<file path="config.mk">
export PLATFORM = sky130hd
export DESIGN_NAME = div_unit_ctrl
export DESIGN_NICKNAME = d
export VERILOG_FILES = /design/src/rtl/div_unit_ctrl.sv
export SDC_FILE = /design/constraint.sdc
export NUM_CORES = 1
export LEC_CHECK = 0
export BUFFER_PORTS_ARGS = -buffer_cell sky130_fd_sc_hd__buf_2
export CAP_MARGIN = 20
export CELL_PAD_IN_SITES_DETAIL_PLACEMENT = 2
export CELL_PAD_IN_SITES_GLOBAL_PLACEMENT = 2
export CORE_AREA = 4 4 165 167
export DETAILED_ROUTE_END_ITERATION = 8
export DIE_AREA = 0 0 169 171
export GPL_ROUTABILITY_DRIVEN = 0
export HOLD_SLACK_MARGIN = 0.12
export PLACE_DENSITY = 0.84
export REMOVE_ABC_BUFFERS = 1
export SLEW_MARGIN = 20
export SYNTH_ARGS = -nofsm -noshare
export SYNTH_HDL_FRONTEND = slang
export SYNTH_SLANG_ARGS = --single-unit
</file>
<file path="constraint.sdc">
create_clock -name clk -period 5.5 [get_ports clk]
set_input_delay 0.55 -clock clk [delete_from_list [all_inputs] [get_ports clk]]
set_output_delay 0.55 -clock clk [all_outputs]
set_load 0.01 [all_outputs]
</file>
<file path="src/rtl/div_unit_ctrl.sv">
// rtl/div_unit_ctrl.sv - RISC-V DIV/DIVU/REM/REMU sequencer around an external unsigned divider
// Handles sign magnitudes, divide-by-zero/overflow shortcuts and a fixed settle wait.
module div_unit_ctrl #(
  parameter int WAIT_CYCLES = 8
) (
  input  logic        clk,
  input  logic        rst,
  input  logic        i_valid,
  output logic        o_ready,
  input  logic [1:0]  i_op,
  input  logic [31:0] i_rs1,
  input  logic [31:0] i_rs2,
  input  logic [4:0]  i_tag,
  output logic [31:0] o_div_dividend,
  output logic [31:0] o_div_divisor,
  input  logic [31:0] i_div_quotient,
  input  logic [31:0] i_div_remainder,
  output logic        o_valid,
  input  logic        i_ready,
  output logic [31:0] o_result,
  output logic [4:0]  o_tag
);

  typedef enum logic [1:0] {IDLE, BUSY, DONE} state_t;

  localparam logic [7:0] CNT_LOAD = 8'(WAIT_CYCLES - 1);

  state_t      state;
  logic [7:0]  cnt;
  logic        is_rem_q;
  logic        neg_q;
  logic        neg_r;

  logic        is_signed;
  logic        is_rem;
  logic [31:0] mag1;
  logic [31:0] mag2;
  logic        div_zero;
  logic        overflow;
  logic        special;
  logic [31:0] special_result;
  logic [31:0] final_result;
  logic        accept;

  // op[0]=0 selects the signed variants, op[1]=1 selects remainder
  always_comb begin
    is_signed      = ~i_op[0];
    is_rem         = i_op[1];
    mag1           = (is_signed && i_rs1[31]) ? (32'd0 - i_rs1) : i_rs1;
    mag2           = (is_signed && i_rs2[31]) ? (32'd0 - i_rs2) : i_rs2;
    div_zero       = (i_rs2 == 32'd0);
    overflow       = is_signed && (i_rs1 == 32'h8000_0000) && (i_rs2 == 32'hFFFF_FFFF);
    special        = div_zero || overflow;
    special_result = 32'd0;
    if (div_zero)
      special_result = is_rem ? i_rs1 : 32'hFFFF_FFFF;
    else
      special_result = is_rem ? 32'd0 : 32'h8000_0000;
  end

  always_comb begin
    final_result = 32'd0;
    if (is_rem_q)
      final_result = neg_r ? (32'd0 - i_div_remainder) : i_div_remainder;
    else
      final_result = neg_q ? (32'd0 - i_div_quotient) : i_div_quotient;
  end

  assign accept = i_valid && o_ready;

  always_ff @(posedge clk or posedge rst) begin
    if (rst) begin
      state          <= IDLE;
      cnt            <= 8'd0;
      is_rem_q       <= 1'b0;
      neg_q          <= 1'b0;
      neg_r          <= 1'b0;
      o_ready        <= 1'b1;
      o_valid        <= 1'b0;
      o_result       <= 32'd0;
      o_tag          <= 5'd0;
      o_div_dividend <= 32'd0;
      o_div_divisor  <= 32'd0;
    end else begin
      case (state)
        IDLE: begin
          if (accept) begin
            o_div_dividend <= mag1;
            o_div_divisor  <= mag2;
            o_tag          <= i_tag;
            is_rem_q       <= is_rem;
            neg_q          <= is_signed && (i_rs1[31] ^ i_rs2[31]);
            neg_r          <= is_signed && i_rs1[31];
            o_ready        <= 1'b0;
            if (special) begin
              o_result <= special_result;
              o_valid  <= 1'b1;
              state    <= DONE;
            end else begin
              cnt   <= CNT_LOAD;
              state <= BUSY;
            end
          end
        end
        BUSY: begin
          if (cnt == 8'd0) begin
            o_result <= final_result;
            o_valid  <= 1'b1;
            state    <= DONE;
          end else begin
            cnt <= cnt - 8'd1;
          end
        end
        DONE: begin
          if (i_ready) begin
            o_valid <= 1'b0;
            o_ready <= 1'b1;
            state   <= IDLE;
          end
        end
        default: begin
          state   <= IDLE;
          o_valid <= 1'b0;
          o_ready <= 1'b1;
        end
      endcase
    end
  end

endmodule
</file>
==> results.tsv <==
stage	metric	value	unit
min_path	min-delay worst type	input pin to async pin	
drt	routed vias	8686	
worst_setup_path	Setup crit start kind	input pin	
synthesis	flops & latches, synth	116	
synthesis	leading area contributor after synthesis	dfrtp_1	
synthesis	Post-synth EDFFs	0	
synthesis	post-synthesis cell area	8130	sq um
worst_setup_path	critical path's largest stage delay	0.61	ns
clock_network	clock-pin transition on the worst setup and hold timing paths	0.06	ns
sta	relative slew slack	0.332	
power_and_ir_drop	maximum VDD drop	213	uV
worst_setup_path	CP Capture Type	flip-flop	
sta	FMAX	314	MHz
worst_setup_path	CP delay by family, top	simple AND/OR/NAND/NOR gates	
synthesis	main area contributors after synthesis	dfrtp_1, o21ai_0, nand2_1	
sta	post-route clock period utilization	0.580	
worst_setup_path	Crit Path Category	input pin to flip-flop	
global_routing	Total GRT Usage	0.239	
worst_setup_path	WP data arrival	3.50	ns
sta	fin. max-slew vios	0	
clock_network	CTS H-tree depth	4	
clock_network	clock tree buffer depth	2	
cells_and_area	synthesis-to-layout area growth	25.9	%
floorplanning	die area	28900	sq um
sta	Sum Neg Setup Slack	0	ns
clock_network	Root Buffer	clkbuf_16	
clock_network	post-CTS setup repair buffer count	0	
synthesis	prevailing post-synth register cell	dfrtp_1	
clock_network	post-CTS resize count	0	
floorplanning	die height	171	um
cells_and_area	post-route cell area	10200	sq um
cells_and_area	FF+latch area	2900	sq um
power_and_ir_drop	NetSw	1.85	mW
power_and_ir_drop	Comb pwr share	0.421	
synthesis	yosys warns	0	
drt	post-route ant nets	0	
power_and_ir_drop	clock share of power	0.251	
cells_and_area	Non-Filler Instances	1544	
worst_setup_path	cell chain of the critical path	buf_2, nor4_1, nand4b_1, or3_1, o31a_2, o21ai_4, mux2_2	
drt	Iter 0 DRT Violations	544	
global_routing	first-pass GRT wire length	54600	um
floorplanning	Initial Utilization	0.316	
global_routing	largest net degree at the start of global routing	83	
worst_setup_path	Max Fanout on Critical Path	15	
status	outcome	finished, final reports clean	
placed_design	pre-CTS setup slack	1.91	ns
placed_design	DP Area	9610	sq um
cells_and_area	fin util	0.397	
power_and_ir_drop	cell leakage power	4.39	nW
worst_setup_path	required time of the critical path	5.81	ns
drt	WL final	34900	um
sta	Fin. Hold Viols	0	
global_routing	initial antenna violation count	9	
cells_and_area	layout cells sized above 1	0.259	
synthesis	Syn Area/Cell	8.31	sq um
cells_and_area	net count reported at finish	1335	
floorplanning	Chip Width	169	um
drt	DR vias/cell	5.63	
cells_and_area	Multi-input gate area	4920	sq um
synthesis	Synth top area share	0.354	
floorplanning	I/O pin count	242	
sta	clock skew	0.0134	ns
synthesis	Seq/Total Area, Yosys	0.357	
floorplanning	core area	25800	sq um
worst_setup_path	CP max-delay cell	or3_1	
drt	first drt pass iteration count	4	
synthesis	Synth top cells by count	nand2_1, dfrtp_1, o21ai_0	
power_and_ir_drop	Flop pwr share	0.328	
floorplanning	row cnt	59	
synthesis	ys async rst share	1.00	
clock_network	hold buffers post-CTS	0	
sta	RSZ-0062 raised after global routing	false	
synthesis	most instantiated library cell after synthesis	nand2_1	
synthesis	Gate Count Post-Synth	978	
global_routing	GRT overflow	0	
clock_network	Clk Latency, worst-skew pair	0.43	ns
drt	post-DR wirelength/cell	22.6	um
sta	Worst-Margin Slew	1.00	ns
clock_network	Num Clock Sinks	116	
power_and_ir_drop	PwrDens	451	nW/um^2
worst_setup_path	CP Buf/Inv Count	1	
run	max_cap viols	0	
sta	Worst Slack Setup Final	2.31	ns
clock_network	CTS Buf Count	17	
clock_network	CTS tree	yes	
synthesis	synth unique cells	64	
sta	final setup vio count	0	
placed_design	IO Port Bufs	241	
power_and_ir_drop	Pint	2.76	mW
power_and_ir_drop	Net Sw Frac	0.402	
drt	# DRC	0	
placed_design	Cells after DPL	1505	
placed_design	post-detail-place hpwl	26700	um
sta	Period minus WS final	3.19	ns
global_routing	number of global-route vias before repair	9383	
cells_and_area	Fill cells	2939	
## worst paths after layout
kind                                 startpoint                        endpoint  slack (ns)  depth (start not counted)
setup reg to reg           state[0]$_DFFE_PP0P_        o_result[20]$_DFFE_PP0P_        2.59                          6
hold reg to reg            o_tag[3]$_DFFE_PP0P_            o_tag[3]$_DFFE_PP0P_        0.47                          2
min in group clk                       i_tag[4]            o_tag[4]$_DFFE_PP0P_        0.32                          3
hold / removal                              rst   o_div_divisor[28]$_DFFE_PP0P_        0.26                          2
setup / recovery                       i_rs1[9]         o_result[3]$_DFFE_PP0P_        2.31                          7
max in group asynchronous                   rst  o_div_dividend[31]$_DFFE_PP0P_        4.18                          3
## per-stage QoR
step	hold WS [ns]	total power, mW
3_3_place_gp	0.453	3.36
3_5_place_dp	0.466	3.47
6_report	0.257	4.62
4_1_cts	0.305	4.67
5_1_grt	0.302	4.95
2_1_floorplan	0.469	2.55
## cells by family (layout without fill, tap and decap cells)
logic type,after synthesis,after routing,share of synthesized area
xor+xnor,106,106,0.114
buf+inv,80,304,0.0386
other cells,0,7,0
fa+ha+maj,7,7,0.0108
compound gates,280,280,0.221
mux,24,24,0.0315
flops,116,116,0.357
simple gates,365,365,0.226
## placed cells by master (no fill, tap or decap), drive strengths merged, types with 26 or more instances in the layout
cell | synthesis | layout
a21oi | 36 | 36
xor2 | 52 | 52
dfrtp | 115 | 115
xnor2 | 54 | 54
nor4 | 30 | 30
o21ai | 111 | 111
nor2 | 63 | 63
nand2b | 26 | 26
nand2 | 132 | 132
buf | 10 | 251
## final cells by class
type,count,share of cell area
Clock buffer,23,0.0467
Clock inverter,9,0.0126
Inverter,21,0.00819
Sequential cell,116,0.284
Timing Repair Buffer,251,0.125
Multi-Input combinational cell,782,0.481
Tap cell,335,0.0409
Antenna cell,7,0.00171
## sequential cells by signal, summed over array words and instances (netlist names)
signal and count:
is_rem_q 1, o_div_dividend 32, neg_q 1, o_result 32, o_valid 1, o_tag 5, o_div_divisor 32, state 2
neg_r 1, o_ready 1, cnt 8
## power groups by stage
stage	registers, mW	logic (mW)	clock network (mW)
global placement	1.50	1.86	0
CTS	1.52	1.96	1.19
global route	1.57	2.16	1.23
detailed placement	1.53	1.94	0
floorplan	1.67	0.881	0
finish	1.51	1.94	1.16
## metal layers
| metal | track usage | vias to the layer above | routed length, um |
|---|---|---|---|
| met5 | 0 | - | 25 |
| met4 | 0.0840 | 4 | 955 |
| met3 | 0.0448 | 58 | 1820 |
| met2 | 0.410 | 267 | 17100 |
| met1 | 0.302 | 4359 | 14900 |
| li1 | - | 3998 | - |
No activity file was read; power rests on OpenSTA's default activity.
